## config.mk

```make
export PLATFORM = sky130hd
export DESIGN_NAME = eth_frame_tx
export DESIGN_NICKNAME = d
export VERILOG_FILES = /design/src/rtl/eth_frame_tx.sv
export SDC_FILE = /design/constraint.sdc
export NUM_CORES = 1
export LEC_CHECK = 0
export ABC_AREA = 1
export BUFFER_PORTS_ARGS = -buffer_cell sky130_fd_sc_hd__buf_2
export CELL_PAD_IN_SITES_DETAIL_PLACEMENT = 1
export CELL_PAD_IN_SITES_GLOBAL_PLACEMENT = 2
export CORE_MARGIN = 2
export CORE_UTILIZATION = 38
export CTS_BUF_LIST = sky130_fd_sc_hd__clkbuf_8 sky130_fd_sc_hd__clkbuf_16
export DETAILED_ROUTE_END_ITERATION = 7
export HOLD_SLACK_MARGIN = 0.06
export PLACE_DENSITY = 0.95
export SYNTH_ARGS = -nofsm -noshare
export SYNTH_HDL_FRONTEND = slang
export SYNTH_SLANG_ARGS = --single-unit
```

## constraint.sdc

```tcl
create_clock -name clk -period 3.24 [get_ports clk]
set_clock_uncertainty 0.1 [all_clocks]
set_input_delay 0.324 -clock clk [delete_from_list [all_inputs] [get_ports clk]]
set_output_delay 0.324 -clock clk [all_outputs]
set_load 0.02 [all_outputs]
```

## src/rtl/eth_frame_tx.sv

```systemverilog
// eth_frame_tx - Ethernet frame transmitter, MAC-side dibit stream.
//
// Builds DA, SA (SRC_MAC), ethertype, payload, zero pad up to MIN_PAYLOAD
// and, optionally, the FCS. Each byte goes out first-byte-first as four
// dibits [7:6],[5:4],[3:2],[1:0] on axiod while axiov is high. After every
// frame IFG_CYCLES idle cycles follow before the block returns to IDLE.
//
// Optional feature macro: ETH_TX_FCS_EN
//   defined   : CRC-32 (reflected 0xEDB88320, init all-ones, complemented)
//               over DA..pad, appended as 4 bytes, ~crc[7:0] first.
//   undefined : no CRC logic, frame goes from payload/pad straight to IFG.
//
// Ports
//   clk       in   system clock
//   rst       in   asynchronous active-low reset
//   start     in   frame request, sampled only in IDLE
//   dst_mac   in   destination MAC, latched on accepted start
//   ethertype in   type/length, latched on accepted start
//   in_data   in   payload byte
//   in_valid  in   in_data valid
//   in_last   in   in_data is the final payload byte
//   in_ready  out  byte taken this cycle when in_valid & in_ready
//   busy      out  not in IDLE
//   axiov     out  dibit valid (registered)
//   axiod     out  dibit, 2'b00 while axiov=0 (registered)
//   done      out  1-cycle pulse in last IFG cycle of a good frame
//   err       out  1-cycle pulse on payload underrun
module eth_frame_tx #(
    parameter logic [47:0] SRC_MAC     = 48'hFE_ED_B0_BA_F1_DD,
    parameter int          MIN_PAYLOAD = 46,
    parameter int          IFG_CYCLES  = 48
) (
    input  logic        clk,
    input  logic        rst,
    input  logic        start,
    input  logic [47:0] dst_mac,
    input  logic [15:0] ethertype,
    input  logic [7:0]  in_data,
    input  logic        in_valid,
    input  logic        in_last,
    output logic        in_ready,
    output logic        busy,
    output logic        axiov,
    output logic [1:0]  axiod,
    output logic        done,
    output logic        err
);

    localparam logic [2:0] S_IDLE    = 3'd0;
    localparam logic [2:0] S_HDR     = 3'd1;
    localparam logic [2:0] S_PAYLOAD = 3'd2;
    localparam logic [2:0] S_PAD     = 3'd3;
`ifdef ETH_TX_FCS_EN
    localparam logic [2:0] S_FCS     = 3'd4;
`endif
    localparam logic [2:0] S_IFG     = 3'd5;

    localparam int               IFG_W    = (IFG_CYCLES > 1) ? $clog2(IFG_CYCLES) : 1;
    localparam logic [IFG_W-1:0] IFG_LAST = IFG_W'(IFG_CYCLES - 1);
    localparam logic [10:0]      MIN_CNT  = 11'(MIN_PAYLOAD);

    function automatic logic [1:0] dsel(input logic [7:0] b, input logic [1:0] d);
        case (d)
            2'd0:    return b[7:6];
            2'd1:    return b[5:4];
            2'd2:    return b[3:2];
            default: return b[1:0];
        endcase
    endfunction

`ifdef ETH_TX_FCS_EN
    function automatic logic [31:0] crc_byte(input logic [31:0] c, input logic [7:0] b);
        logic [31:0] r;
        r = c ^ {24'h0, b};
        for (int i = 0; i < 8; i++)
            r = r[0] ? ((r >> 1) ^ 32'hEDB88320) : (r >> 1);
        return r;
    endfunction
`endif

    logic [2:0]       state, state_n;
    logic [111:0]     hdr_sr, hdr_n;     // DA|SA|type, top byte is the one on the wire
    logic [7:0]       cur_byte, cur_n;   // payload / pad / FCS byte on the wire
    logic [1:0]       dib, dib_n;        // dibit index within the current byte
    logic [3:0]       idx, idx_n;        // header byte index, reused as FCS byte index
    logic [10:0]      bcnt, bcnt_n;      // payload+pad bytes, saturating
    logic             last_seen, last_n; // current payload byte carried in_last
    logic             bad, bad_n;        // underrun: suppress done
    logic [IFG_W-1:0] icnt, icnt_n;
    logic             v_n, err_n, done_n;
    logic [1:0]       axiod_n;
    logic [7:0]       byte_next;
    logic             byte_end;
`ifdef ETH_TX_FCS_EN
    logic [31:0]      crc, crc_n, crc_upd;
    logic [7:0]       byte_now;

    // crc doubles as the FCS shift register once the body is complete
    assign byte_now = (state == S_HDR) ? hdr_sr[111:104] : cur_byte;
    assign crc_upd  = crc_byte(crc, byte_now);
`endif

    assign byte_end = (dib == 2'd3);
    assign busy     = (state != S_IDLE);
    // Load points: last header dibit and last dibit of each non-final payload byte
    assign in_ready = byte_end &&
                      (((state == S_HDR) && (idx == 4'd13)) ||
                       ((state == S_PAYLOAD) && !last_seen));

    always_comb begin
        state_n = state;
        hdr_n   = hdr_sr;
        cur_n   = cur_byte;
        dib_n   = dib;
        idx_n   = idx;
        bcnt_n  = bcnt;
        last_n  = last_seen;
        bad_n   = bad;
        icnt_n  = icnt;
        v_n     = 1'b0;
        err_n   = 1'b0;
`ifdef ETH_TX_FCS_EN
        crc_n   = crc;
`endif
        case (state)
            S_IDLE: begin
                if (start) begin
                    state_n = S_HDR;
                    hdr_n   = {dst_mac, SRC_MAC, ethertype};
                    dib_n   = 2'd0;
                    idx_n   = 4'd0;
                    bcnt_n  = 11'd0;
                    last_n  = 1'b0;
                    bad_n   = 1'b0;
                    v_n     = 1'b1;
`ifdef ETH_TX_FCS_EN
                    crc_n   = '1;
`endif
                end
            end
            S_HDR: begin
                v_n   = 1'b1;
                dib_n = dib + 2'd1;
                if (byte_end) begin
`ifdef ETH_TX_FCS_EN
                    crc_n = crc_upd;
`endif
                    // last header byte falls through to the load override below
                    if (idx != 4'd13) begin
                        hdr_n = hdr_sr << 8;
                        idx_n = idx + 4'd1;
                    end
                end
            end
            S_PAYLOAD, S_PAD: begin
                v_n   = 1'b1;
                dib_n = dib + 2'd1;
                if (byte_end) begin
`ifdef ETH_TX_FCS_EN
                    crc_n = crc_upd;
`endif
                    // body ends after the final payload byte or final pad byte
                    if ((state == S_PAD) || last_seen) begin
                        if (bcnt < MIN_CNT) begin
                            state_n = S_PAD;
                            cur_n   = 8'h00;
                            bcnt_n  = bcnt + 11'd1;
                        end else begin
`ifdef ETH_TX_FCS_EN
                            state_n = S_FCS;
                            idx_n   = 4'd0;
                            cur_n   = ~crc_upd[7:0];
`else
                            state_n = S_IFG;
                            icnt_n  = '0;
                            v_n     = 1'b0;
`endif
                        end
                    end
                end
            end
`ifdef ETH_TX_FCS_EN
            S_FCS: begin
                v_n   = 1'b1;
                dib_n = dib + 2'd1;
                if (byte_end) begin
                    if (idx == 4'd3) begin
                        state_n = S_IFG;
                        icnt_n  = '0;
                        v_n     = 1'b0;
                    end else begin
                        crc_n = crc >> 8;
                        cur_n = ~crc[15:8];
                        idx_n = idx + 4'd1;
                    end
                end
            end
`endif
            S_IFG: begin
                if (icnt == IFG_LAST) state_n = S_IDLE;
                else                  icnt_n  = icnt + 1'b1;
            end
            default: state_n = S_IDLE;
        endcase

        if (in_ready) begin
            if (in_valid) begin
                state_n = S_PAYLOAD;
                cur_n   = in_data;
                last_n  = in_last;
                bcnt_n  = (bcnt == 11'h7FF) ? bcnt : bcnt + 11'd1;
                v_n     = 1'b1;
            end else begin
                state_n = S_IFG;
                icnt_n  = '0;
                v_n     = 1'b0;
                err_n   = 1'b1;
                bad_n   = 1'b1;
            end
        end

        done_n    = (state_n == S_IFG) && (icnt_n == IFG_LAST) && !bad_n;
        byte_next = (state_n == S_HDR) ? hdr_n[111:104] : cur_n;
        axiod_n   = v_n ? dsel(byte_next, dib_n) : 2'b00;
    end

    always_ff @(posedge clk or negedge rst) begin
        if (!rst) begin
            state     <= S_IDLE;
            hdr_sr    <= '0;
            cur_byte  <= '0;
            dib       <= '0;
            idx       <= '0;
            bcnt      <= '0;
            last_seen <= 1'b0;
            bad       <= 1'b0;
            icnt      <= '0;
            axiov     <= 1'b0;
            axiod     <= 2'b00;
            done      <= 1'b0;
            err       <= 1'b0;
`ifdef ETH_TX_FCS_EN
            crc       <= '0;
`endif
        end else begin
            state     <= state_n;
            hdr_sr    <= hdr_n;
            cur_byte  <= cur_n;
            dib       <= dib_n;
            idx       <= idx_n;
            bcnt      <= bcnt_n;
            last_seen <= last_n;
            bad       <= bad_n;
            icnt      <= icnt_n;
            axiov     <= v_n;
            axiod     <= axiod_n;
            done      <= done_n;
            err       <= err_n;
`ifdef ETH_TX_FCS_EN
            crc       <= crc_n;
`endif
        end
    end

endmodule
```

Word-level counts from Yosys, hierarchy flattened --
Index checks and enable logic that the tools add are counted.
Cells by class: magnitude comparators 1, add/sub/neg operators 4, reduce and logical (&&, ||, !) cells 16, muxes and demuxes 59, equal/unequal tests 18
Operators with widths (count):
- $mux 112 | 3
- $pmux 112 s2 | 1
- $mux 11 | 7
- $mux 8 | 7
- $mux 6 | 6
- $pmux 11 s2 | 1
- $mux 3 | 7
- $mux 1 | 16
- $eq 6x6->1 const B | 2
- $mux 4 | 3
- $pmux 3 s4 | 1
- $pmux 6 s2 | 1
- $add 11x1->11 const B | 1
- $eq 11x11->1 const B | 1
- $lt 11x6->1 const B | 1
- $pmux 4 s2 | 1
- $add 6x1->6 const B | 1
- $eq 3x1->1 const B | 2
- $eq 3x2->1 const B | 2
- $eq 3x3->1 const B | 2
- $pmux 2 s3 | 1
- $logic_and 1x1->1 | 5
- $add 4x1->4 const B | 1
- $eq 2x2->1 const B | 2
- 19 further kinds | 23
Word-level totals: word-level logic and storage cells 112, bits in registers 153, input bits 77

Depth between registers and ports, before layout --
depth after elaboration 10, mapped depth 15, mapped depth without buffers 15

Least setup slack after synthesis --
No wires, ideal clock.
path kind register -> register, start register idx[0], end register axiod[1], required time 3.014 ns, clock period less this slack 1.812 ns, path buffers 0, cell stages (with the launch flop) 14, setup time 0.126 ns, arrival 1.587 ns, path slack 1.428 ns, path through dfrtp_1 > ha_1 > nand3_1 > inv_1 > nand2_1 > nand2_2 > nand2_1 > inv_2 > nand2_2 > nand2_1 > nor2_1 > nor2_1 > o21ai_1 > a21oi_2
On the way: cells in the longest elaborated chain, start to end 9, elaborated cells between the ends (all ways) 15, those cells by class 3 x eq/ne; 9 x mux; 3 x reduce/logical
Ends and longest elaborated chain:
- from (decl) | line 85 | logic [3:0] idx, idx_n;
- from (signal assigned) | line 250 | idx <= idx_n;
- $eq 4x4->1 | line 107 | (((state == S_HDR) && (idx == 4'd13)) ||
- $logic_and 1x1->1 | line 107
- $logic_or 1x1->1 | line 107
- $logic_and 1x1->1 | line 106 | assign in_ready = byte_end &&
- named net in_ready | line 41 | output logic in_ready,
- $mux 3 | line 206 | if (in_ready) begin
- named net state_n[2] | line 81 | logic [2:0] state, state_n;
- $eq 3x1->1 | line 223 | byte_next = (state_n == S_HDR) ? hdr_n[111:104] : cur_n;
- $mux 8 | line 223
- $pmux 2 s3 | line 63 | case (d)
- $mux 2 | line 224 | axiod_n = v_n ? dsel(byte_next, dib_n) : 2'b00;
- named net axiod_n[1] | line 91 | logic [1:0] axiod_n;
- to (signal assigned) | line 256 | axiod <= axiod_n;
- to (decl) | line 44 | output logic [1:0] axiod,
The timed path passes the listed nets, and every way through them passes these cells. The select of a mux whose other input is x is not followed. A chain may end at the register's enable or synchronous reset.

Worst setup path after layout --
start register idx[0], end register hdr_sr[29]
On the way: cells in the longest elaborated chain, start to end 3
Ends and longest elaborated chain:
- $ne 4x4->1 | line 149 | if (idx != 4'd13) begin
- $ne 2x1->1 (no source line)
- $reduce_and 4->1 (no source line)
- to (signal assigned) | line 247 | hdr_sr <= hdr_n;
- to (decl) | line 82 | logic [111:0] hdr_sr, hdr_n;
Every way passes these cells.

==> flow_metrics.env <==
export IMPL_synthMuxAreaShare_pct=0
export IMPL_ys_top_cells_by_area="dfrtp_1, nand2_1, a22oi_1"
export IMPL_dr_wl_met3_um=709
export IMPL_peakVddDrop_mv=0.468
export IMPL_diodes=0
export IMPL_ys_ff_latch=153
export IMPL_final_cell_mix="nand2_1, dfrtp_1, buf_2"
export IMPL_cts_resized_gates=0
export IMPL_synth_xor_area_share_pct=1.28
export IMPL_r2r_end="hdr_sr[29]$_DFFE_PN0P_"
export IMPL_drt_drc_violations_left=0
export IMPL_clockBufferDepth=2
export IMPL_cts_tree="built"
export IMPL_synth_top_family_by_area="simple AND/OR/NAND/NOR gates"
export IMPL_fmax_mhz=411
export IMPL_num_fill_cells=2047
export IMPL_dr_pass1_iters=4
export IMPL_slew_viol_final=0
export IMPL_tightestPinTransition_ps=671
export IMPL_regToRegSetupSlack_ps=810
export IMPL_synth_warnings=0
export IMPL_worstSetupPathType="reg -> reg"
export IMPL_seq_area_frac_synth_pct=56.0
export IMPL_critPathArrivalTime_ps=2660
export IMPL_final_nets=975
export IMPL_synth_fp_nets=843
export IMPL_ant_nets=0
export IMPL_grt_pass1_vias=6265
export IMPL_gp_congestion=0.824
export IMPL_worstReg2RegStart="idx[0]$_DFFE_PN0P_"
export IMPL_endpoint_kind="flip-flop"
export IMPL_wl_met2_mm=9.54
export IMPL_yosysTopAreaCell="dfrtp_1"
export IMPL_synthSimpleGateAreaFrac_pct=21.4
export IMPL_clock_sinks=153
export IMPL_die_x_um=138
export IMPL_p_leak_uw=0.00441
export IMPL_worstPathRequired_ps=3470
export IMPL_area_growth_pct=26.3
export IMPL_start_util_pct=38.4
export IMPL_port_buffers=83
export IMPL_m1WireLength_mm=8.40
export IMPL_vias=5810
export IMPL_relSlewSlack_pct=55.2
export IMPL_hold_class="in -> reg"
export IMPL_cp_max_fo=26
export IMPL_gr_usage_all_layers_pct=20.7
export IMPL_clk_latency_ps=420
export IMPL_grt_ovfl_total=0
export IMPL_htree_levels=4
export IMPL_rsz0062_at_grt="false"
export IMPL_fin_crit_sh_pct=75.1
export IMPL_min_from="in_data[4]"
export IMPL_startpoint_type="flip-flop"
export IMPL_endpoint="hdr_sr[29]$_DFFE_PN0P_"
export IMPL_period_needed_ps=2430
export IMPL_cap_violations=0
export IMPL_fp_row_count=49
export IMPL_core_area_um2=17800
export IMPL_grt_pass1_wl_mm=31.9
export IMPL_yosys_area_share_adder_pct=0.916
export IMPL_viasPerCell=5.12
export IMPL_cts_root_buf="clkbuf_16"
export IMPL_io_pins=84
export IMPL_syn_area_um2=6830
export IMPL_status="finished clean"
export IMPL_worstRegToRegCells=6
export IMPL_layout_commonest_cell="nand2_1"
export IMPL_synth_compound_area_share_pct=14.3
export IMPL_drt_wl_total_mm=19.0
export IMPL_place_hpwl_mm=12.0
export IMPL_antenna_found_initial=0
export IMPL_clk_pin_slew_ps=60
export IMPL_final_setup_viol_count=0
export IMPL_crit_start="idx[0]$_DFFE_PN0P_"
export IMPL_drive_above_1_share_pct=16.8
export IMPL_synth_top_area_share_pct=56.0
export IMPL_cts_buffers=17
export IMPL_hold_viol=0
export IMPL_p_per_area_nw_per_um2=910
export IMPL_dieArea_um2=19100
export IMPL_drtIter0Drc=310
export IMPL_syn_instance_count=761
export IMPL_synth_cell_types=34
export IMPL_setup_tns_ps=0
export IMPL_fin_total_pwr_uw=7850
export IMPL_postSynthAreaPerCell_um2=8.98
export IMPL_die_h_um=138
export IMPL_dr_max_layer_used="met4"
export IMPL_grt_max_degree=93
export IMPL_wire_per_inst_um=16.8
-- worst min path at each step --
stage / end / depth (start not counted)
after floorplan: axiod[0]$_DFF_PN0_ / 0
after global placement: bcnt[7]$_DFFE_PN0P_ / 1
after detailed placement: bcnt[7]$_DFFE_PN0P_ / 1
after CTS: cur_byte[0]$_DFF_PN0_ / 3
after global routing: hdr_sr[99]$_DFFE_PN0P_ / 3
final: cur_byte[4]$_DFF_PN0_ / 3
-- metrics by stage --
stage	hold slack (ps)	area (um^2)	instances	setup slack [ps]	util [%]
2_1_floorplan	-71.6	6830	761	1430	-
3_3_place_gp	270	7440	1046	939	41.9
3_5_place_dp	269	7440	1046	858	41.9
4_1_cts	63.5	8630	1134	785	48.5
5_1_grt	66.9	8630	1134	523	48.5
6_report	66.4	8630	1134	806	48.5
-- routing by layer --
metal / vias up / global-route usage, %
met2: 105 / 35.0
met5: - / 0
met1: 2898 / 26.5
met4: 0 / 6.02
li1: 2778 / -
met3: 29 / 5.06
-- logic make-up (layout without fill, tap and decap cells) --
group,after synthesis,after routing
buf+inv,92,236
simple gates,352,352
flops,153,153
fa+ha+maj,5,5
compound gates,149,149
xor+xnor,10,10
-- synth_stat cells --
| cell | count |
|---|---|
| nand2_1 | 263 |
| dfrtp_1 | 153 |
| a22oi_1 | 54 |
| inv_1 | 52 |
| a21oi_1 | 34 |
| nand3_1 | 31 |
| nor2_1 | 28 |
| buf_2 | 21 |
| o21ai_0 | 19 |
| o22ai_1 | 13 |
| nand2_2 | 10 |
| a22o_1 | 9 |
| o211ai_1 | 9 |
| xor2_1 | 8 |
| buf_4 | 7 |
| inv_2 | 6 |
| ha_1 | 5 |
| nor2_2 | 5 |
| clkbuf_1 | 4 |
| o21ai_1 | 4 |
| nand4_1 | 3 |
| nor3_1 | 3 |
| o31ai_1 | 3 |
| a21oi_2 | 2 |
| buf_6 | 2 |
| nand3_2 | 2 |
| nor2_4 | 2 |
| or2_2 | 2 |
| xnor2_1 | 2 |
| a31oi_1 | 1 |
| a32o_1 | 1 |
| and2_1 | 1 |
| nand2_4 | 1 |
| nand3_4 | 1 |
-- state kept, by name (all words and copies together), names as in the netlist --
name and count:
hdr_sr 112, cur_byte 8, idx 4, axiov 1, axiod 2, bcnt 11
err 1, dib 2, done 1, icnt 6, bad 1, last_seen 1
state 3
-- power by group --
group          switching, uW  internal (uW)  total (uW)
logic                   1920            929        2850
clock network            822           1260        2080
registers                360           2560        2920
total                   3100           4750        7850
-- timing repair --
item	4_1_cts	5_1_grt
buffers inserted	0	0
hold buffers	57	0
endpoints found under the hold margin	120	0
-- worst max-delay path, cell delays in order (launching register included) --
cell and delay, ps:
dfrtp_1 430, ha_1 220, nand3_1 100, nand2_1 150, nor2_4 560, inv_1 430
o211ai_1 330
-- area by class of cell --
cell class / count / area, um^2 / area share [%]
Sequential cell: 153 / 3830 / 44.4
Multi-Input combinational cell: 516 / 2600 / 30.1
Clock inverter: 12 / 161 / 1.87
Timing Repair Buffer: 147 / 1080 / 12.5
Clock buffer: 19 / 453 / 5.25
Tap cell: 229 / 287 / 3.32
Inverter: 58 / 218 / 2.52
Power figures use the tool's default switching activity.
